<file path="src/rtl/pwm_led_sequencer.sv">
// 8-channel LED PWM sequencer: free-running PWM counter, per-LED duty registers,
// and a slow step timer driving sweep / fade / static / off patterns.
module pwm_led_sequencer #(
    parameter int unsigned PWM_BITS     = 4,
    parameter int unsigned STEP_PERIODS = 8
) (
    input  logic       i_clk,
    input  logic       i_rst,
    input  logic       i_pwm_enable,
    input  logic [1:0] i_mode,
    output logic [7:0] o_leds,
    output logic       o_step_strobe,
    output logic [2:0] o_pos
);
    localparam int unsigned STEP_W = (STEP_PERIODS > 1) ? $clog2(STEP_PERIODS) : 1;
    localparam logic [PWM_BITS-1:0] DMAX      = {PWM_BITS{1'b1}};
    localparam logic [STEP_W-1:0]   STEP_LAST = STEP_W'(STEP_PERIODS - 1);

    localparam logic [1:0] MODE_SWEEP  = 2'd0;
    localparam logic [1:0] MODE_FADE   = 2'd1;
    localparam logic [1:0] MODE_STATIC = 2'd2;
    localparam logic [1:0] MODE_OFF    = 2'd3;

    logic [PWM_BITS-1:0] r_pwm_cnt;
    logic [STEP_W-1:0]   r_step_cnt;
    logic [2:0]          r_pos;
    logic                r_dir;        // 0 = up, 1 = down
    logic [PWM_BITS-1:0] r_level;
    logic                r_level_dir;  // 0 = up, 1 = down
    logic [PWM_BITS-1:0] r_duty [8];
    logic [7:0]          r_leds;
    logic                r_step_strobe;
    logic [1:0]          r_mode_q;
    logic                r_entry_pend;

    logic                w_period_tick;
    logic                w_step_tick;
    logic                w_entry;
    logic [2:0]          w_pos_next;
    logic                w_dir_next;
    logic [PWM_BITS-1:0] w_level_next;
    logic                w_level_dir_next;
    logic [PWM_BITS-1:0] w_duty_next [8];
    logic [7:0]          w_leds_next;

    // r_entry_pend forces the mode-entry init after reset even if mode matches r_mode_q.
    always_comb begin
        w_period_tick = i_pwm_enable && (r_pwm_cnt == DMAX);
        w_step_tick   = w_period_tick && (r_step_cnt == STEP_LAST);
        w_entry       = i_pwm_enable && ((i_mode != r_mode_q) || r_entry_pend);

        w_pos_next = r_pos;
        w_dir_next = r_dir;
        if (!r_dir) begin
            if (r_pos == 3'd7) begin
                w_pos_next = 3'd6;
                w_dir_next = 1'b1;
            end else begin
                w_pos_next = r_pos + 3'd1;
            end
        end else begin
            if (r_pos == 3'd0) begin
                w_pos_next = 3'd1;
                w_dir_next = 1'b0;
            end else begin
                w_pos_next = r_pos - 3'd1;
            end
        end

        w_level_next     = r_level;
        w_level_dir_next = r_level_dir;
        if (!r_level_dir) begin
            if (r_level == DMAX) begin
                w_level_next     = DMAX - PWM_BITS'(1);
                w_level_dir_next = 1'b1;
            end else begin
                w_level_next = r_level + PWM_BITS'(1);
            end
        end else begin
            if (r_level == '0) begin
                w_level_next     = PWM_BITS'(1);
                w_level_dir_next = 1'b0;
            end else begin
                w_level_next = r_level - PWM_BITS'(1);
            end
        end
    end

    always_comb begin
        w_duty_next = r_duty;
        if (w_entry) begin
            case (i_mode)
                MODE_SWEEP: begin
                    for (int i = 0; i < 8; i++) w_duty_next[i] = '0;
                    w_duty_next[0] = DMAX;
                end
                MODE_STATIC: for (int i = 0; i < 8; i++) w_duty_next[i] = DMAX;
                MODE_FADE,
                MODE_OFF:    for (int i = 0; i < 8; i++) w_duty_next[i] = '0;
                default:     for (int i = 0; i < 8; i++) w_duty_next[i] = '0;
            endcase
        end else if (w_step_tick) begin
            if (r_mode_q == MODE_SWEEP) begin
                for (int i = 0; i < 8; i++) w_duty_next[i] = r_duty[i] >> 1;
                w_duty_next[w_pos_next] = DMAX;
            end else if (r_mode_q == MODE_FADE) begin
                for (int i = 0; i < 8; i++) w_duty_next[i] = w_level_next;
            end
        end

        for (int i = 0; i < 8; i++) begin
            w_leds_next[i] = i_pwm_enable && (r_duty[i] > r_pwm_cnt);
        end
    end

    always_ff @(posedge i_clk) begin
        if (i_rst) begin
            r_pwm_cnt     <= '0;
            r_step_cnt    <= '0;
            r_pos         <= '0;
            r_dir         <= 1'b0;
            r_level       <= '0;
            r_level_dir   <= 1'b0;
            r_leds        <= '0;
            r_step_strobe <= 1'b0;
            r_mode_q      <= MODE_SWEEP;
            r_entry_pend  <= 1'b1;
            for (int i = 0; i < 8; i++) r_duty[i] <= '0;
        end else begin
            r_leds        <= w_leds_next;
            r_step_strobe <= w_step_tick && !w_entry;
            r_duty        <= w_duty_next;
            if (!i_pwm_enable) begin
                r_pwm_cnt <= '0;
            end else begin
                r_pwm_cnt    <= r_pwm_cnt + PWM_BITS'(1);
                r_entry_pend <= 1'b0;
                if (w_entry) begin
                    r_mode_q    <= i_mode;
                    r_step_cnt  <= '0;
                    r_pos       <= '0;
                    r_dir       <= 1'b0;
                    r_level     <= '0;
                    r_level_dir <= 1'b0;
                end else begin
                    if (w_period_tick) begin
                        r_step_cnt <= (r_step_cnt == STEP_LAST) ? '0 : r_step_cnt + STEP_W'(1);
                    end
                    if (w_step_tick && (r_mode_q == MODE_SWEEP)) begin
                        r_pos <= w_pos_next;
                        r_dir <= w_dir_next;
                    end
                    if (w_step_tick && (r_mode_q == MODE_FADE)) begin
                        r_level     <= w_level_next;
                        r_level_dir <= w_level_dir_next;
                    end
                end
            end
        end
    end

    assign o_leds        = r_leds;
    assign o_step_strobe = r_step_strobe;
    assign o_pos         = r_pos;

endmodule

</file>
<file path="config.mk">
export PLATFORM = sky130hd
export DESIGN_NAME = pwm_led_sequencer
export DESIGN_NICKNAME = d
export VERILOG_FILES = /design/src/rtl/pwm_led_sequencer.sv
export SDC_FILE = /design/constraint.sdc
export NUM_CORES = 1
export LEC_CHECK = 0
export BUFFER_PORTS_ARGS = -buffer_cell sky130_fd_sc_hd__buf_2
export CORE_ASPECT_RATIO = 1.5
export CORE_UTILIZATION = 30
export CTS_BUF_LIST = sky130_fd_sc_hd__clkbuf_16
export CTS_CLUSTER_SIZE = 10
export DETAILED_ROUTE_END_ITERATION = 8
export SLEW_MARGIN = 10
export SYNTH_ARGS = -nofsm -noshare
export SYNTH_HDL_FRONTEND = slang
export SYNTH_SLANG_ARGS = --single-unit
</file>
<file path="constraint.sdc">
create_clock -name i_clk -period 5.46 [get_ports i_clk]
set_input_delay 0.546 -clock i_clk [delete_from_list [all_inputs] [get_ports i_clk]]
set_output_delay 0.546 -clock i_clk [all_outputs]
set_load 0.05 [all_outputs]
</file>
==> impl_metrics.csv <==
group,metric,value,unit
status,status,"finished clean",
routing,drc,0,
synthesis,synthFlopType,"dfxtp_1",
sta,fmax,327,MHz
synthesis,async_flop_share,0,%
die,dieWidth,93.3,um
routing,ant_nets,0,
setup_path,startpoint_type,"flop",
cts,numCtsBuffers,9,
final_layout,diodes,0,
synthesis,synth_nets,475,
routing,vias,3162,
sta,tightest_slew,1070,ps
setup_path,r2r_start,"r_pwm_cnt[0]",
power,finalPower,1150,uW
global_routing,grt_max_degree,31,
synthesis,synth_top_cell_by_area,"dfxtp_1",
sta,rsz0062_at_grt,"false",
final_layout,finalNetCount,479,
setup_path,cp_num_buf_inv,0,
final_layout,layout_common_cells,"dfxtp_1 (60), nor2_1 (45), ha_1 (44), inv_1 (32), a21oi_1 (22)",
cts,cts_setup_buffers,0,
synthesis,synth_edf_count,0,
cts,cts_tree,"done",
sta,drv_slew,0,
global_routing,grt_pass1_vias,3077,
setup_path,slowest_stage,"a21oi_2",
final_layout,layout-drive-gt1-share,11.5,%
setup_path,crit_type,"reg -> reg",
placement,portBuffers,16,
cts,clk_pin_slew,50,ps
setup_path,crit_fanout,15,
global_routing,grt_usage,14.5,%
final_layout,register_area,1200,um^2
die,die_area,13000,um^2
global_routing,gr-total-overflow,0,
synthesis,synth_cell_types,58,
sta,tns,0,ps
power,p_per_area,276,nW/um^2
placement,place_inst,572,
power,ir_drop,0.160,mV
sta,post-route-min-period,3060,ps
setup_path,critPathCaptureType,"flop",
synthesis,synth_area_per_cell,8.81,um^2
sta,clock_skew,6.33,ps
routing,via_per_inst,5.38,
sta,finalHoldViolations,0,
synthesis,yosys.area.top_type_share,32.0,%
setup_path,worstPathCellList,"ha_1 -> nand4_2 -> or2_1 -> a21oi_2 -> nand2_2 -> o221a_1",
sta,setup_slack,2400,ps
setup_path,cp.required,5670,ps
routing,wl,8870,um
sta,setup-violations-final,0,
min_path,hold_class,"reg -> reg",
routing,firstDrtPassIters,5,
setup_path,critPathMaxStageDelay,760,ps
synthesis,ys_warn_count,0,
min_path,min_from,"r_duty[28]",
routing,post_drt_wl_per_cell,15.1,um
sta,slew_headroom,28.7,%
die,pin_count,17,
sta,period_share,56.1,%
cts,ctsResizeCount,0,
setup_path,crit_start,"r_pwm_cnt[0]",
power,leakagePower,0.00172,uW
final_layout,fillers,1233,
setup_path,critical_path.top_delay_family,"compound AO/OA/AOI/OAI gates",
cts,clock_path_buffers,2,
cts,clockRootBuffer,"clkbuf_16",
synthesis,syn_inst,426,
die,fp.dieH,139,um
placement,place.gp.congestion,0.811,
final_layout,final_common_cell,"dfxtp_1",
die,initial_core_util,31.1,%
placement,dpl_worst_slack,2240,ps
final_layout,multiInputGateArea,2350,um^2
cts,clock_latency,330,ps
synthesis,ys_seq_area_share,32.0,%
setup_path,cp_data_arrival_time,3270,ps
synthesis,synth_area_leaders,"dfxtp_1 (32%), ha_1 (15%), nor2_1 (4.5%)",
final_layout,area_growth,11.3,%
job,cap_violations,0,
synthesis,synth_area,3750,um^2
routing,first_iter_violations,186,
cts,clock_sinks,60,
die,design.core.area,12100,um^2
cts,htreeDepth,3,
die,rows,49,
placement,dp.final_hpwl,6560,um
global_routing,grt_pass1_wl,14900,um
final_layout,layoutNonFillerInstCount,588,
synthesis,yosys_register_bits,60,
global_routing,antenna_found_initial,0,
cts,holdBufCountCts,0,
==> worst register-to-register path, stage by stage, from the launching register on <==
cell	delay (ps)
dfxtp_1	650
ha_1	300
nand4_2	300
or2_1	410
a21oi_2	760
nand2_2	240
o221a_1	280
==> metrics by stage <==
| step | util [%] | instance area (um^2) | hold WS [ps] |
|---|---|---|---|
| 2_1_floorplan | - | 3750 | 454 |
| 5_1_grt | 34.6 | 4180 | 512 |
| 3_3_place_gp | 32.5 | 3930 | 475 |
| 4_1_cts | 34.6 | 4180 | 488 |
| 3_5_place_dp | 32.5 | 3930 | 481 |
| 6_report | 34.6 | 4180 | 490 |
==> state kept, by name, indices dropped and copies added, names as in the netlist <==
| name | flops |
|---|---|
| o_leds | 8 |
| o_pos | 3 |
| o_step_strobe | 1 |
| r_dir | 1 |
| r_duty | 32 |
| r_entry_pend | 1 |
| r_level | 4 |
| r_level_dir | 1 |
| r_mode_q | 2 |
| r_pwm_cnt | 4 |
| r_step_cnt | 3 |
==> final timing paths <==
kind              cells past startpoint  slack, ps         end
setup reg to reg                      6       2400  r_duty[11]
hold reg to reg                       2        490  r_duty[28]
hold / removal                        2        490  r_duty[28]
setup / recovery                      6       2400  r_duty[11]
==> per-layer routing <==
layer  vias to the layer above  global-route usage, %  routed length [um]
li1                       1597                      -                   -
met1                      1495                   16.9                3900
met2                        56                   24.5                4520
met3                        14                   3.07                 262
met4                         0                   7.53                 194
met5                         -                      0                   0
==> cell type report <==
type / count / share of cell area (%)
Clock inverter: 7 / 0.689
Multi-Input combinational cell: 315 / 56.2
Sequential cell: 60 / 28.7
Timing Repair Buffer: 16 / 1.92
Inverter: 28 / 2.51
Tap cell: 153 / 4.58
Clock buffer: 9 / 5.39
==> kinds of logic after synthesis <==
| logic type | Yosys count | synth area share (%) |
|---|---|---|
| AO/OA/AOI/OAI | 122 | 25.3 |
| XOR/XNOR | 4 | 0.933 |
| adder cells (fa/ha/maj) | 44 | 14.7 |
| buffers and inverters | 51 | 5.50 |
| flip-flops | 60 | 32.0 |
| multiplexers | 6 | 1.77 |
| AND/OR/NAND/NOR | 139 | 19.9 |
==> power by group <==
group	switching, uW	internal [uW]	leakage, uW
logic	112	69.1	0.00109
registers	22.7	465	0.000492
clock network	189	296	0.000142
==> cell usage after synthesis, drive strengths merged, types with 5 or more instances <==
master,number
inv,28
o31ai,10
dfxtp,60
ha,44
o221a,7
o21ai,10
nand2,15
a21oi,24
clkbuf,16
nand3,8
o22ai,6
nor4,5
nor3,23
buf,7
o21a,7
a21o,5
a211oi,17
nor2b,11
nor3b,8
nand2b,10
o311ai,9
nor2,45
Power figures use the tool's default switching activity.
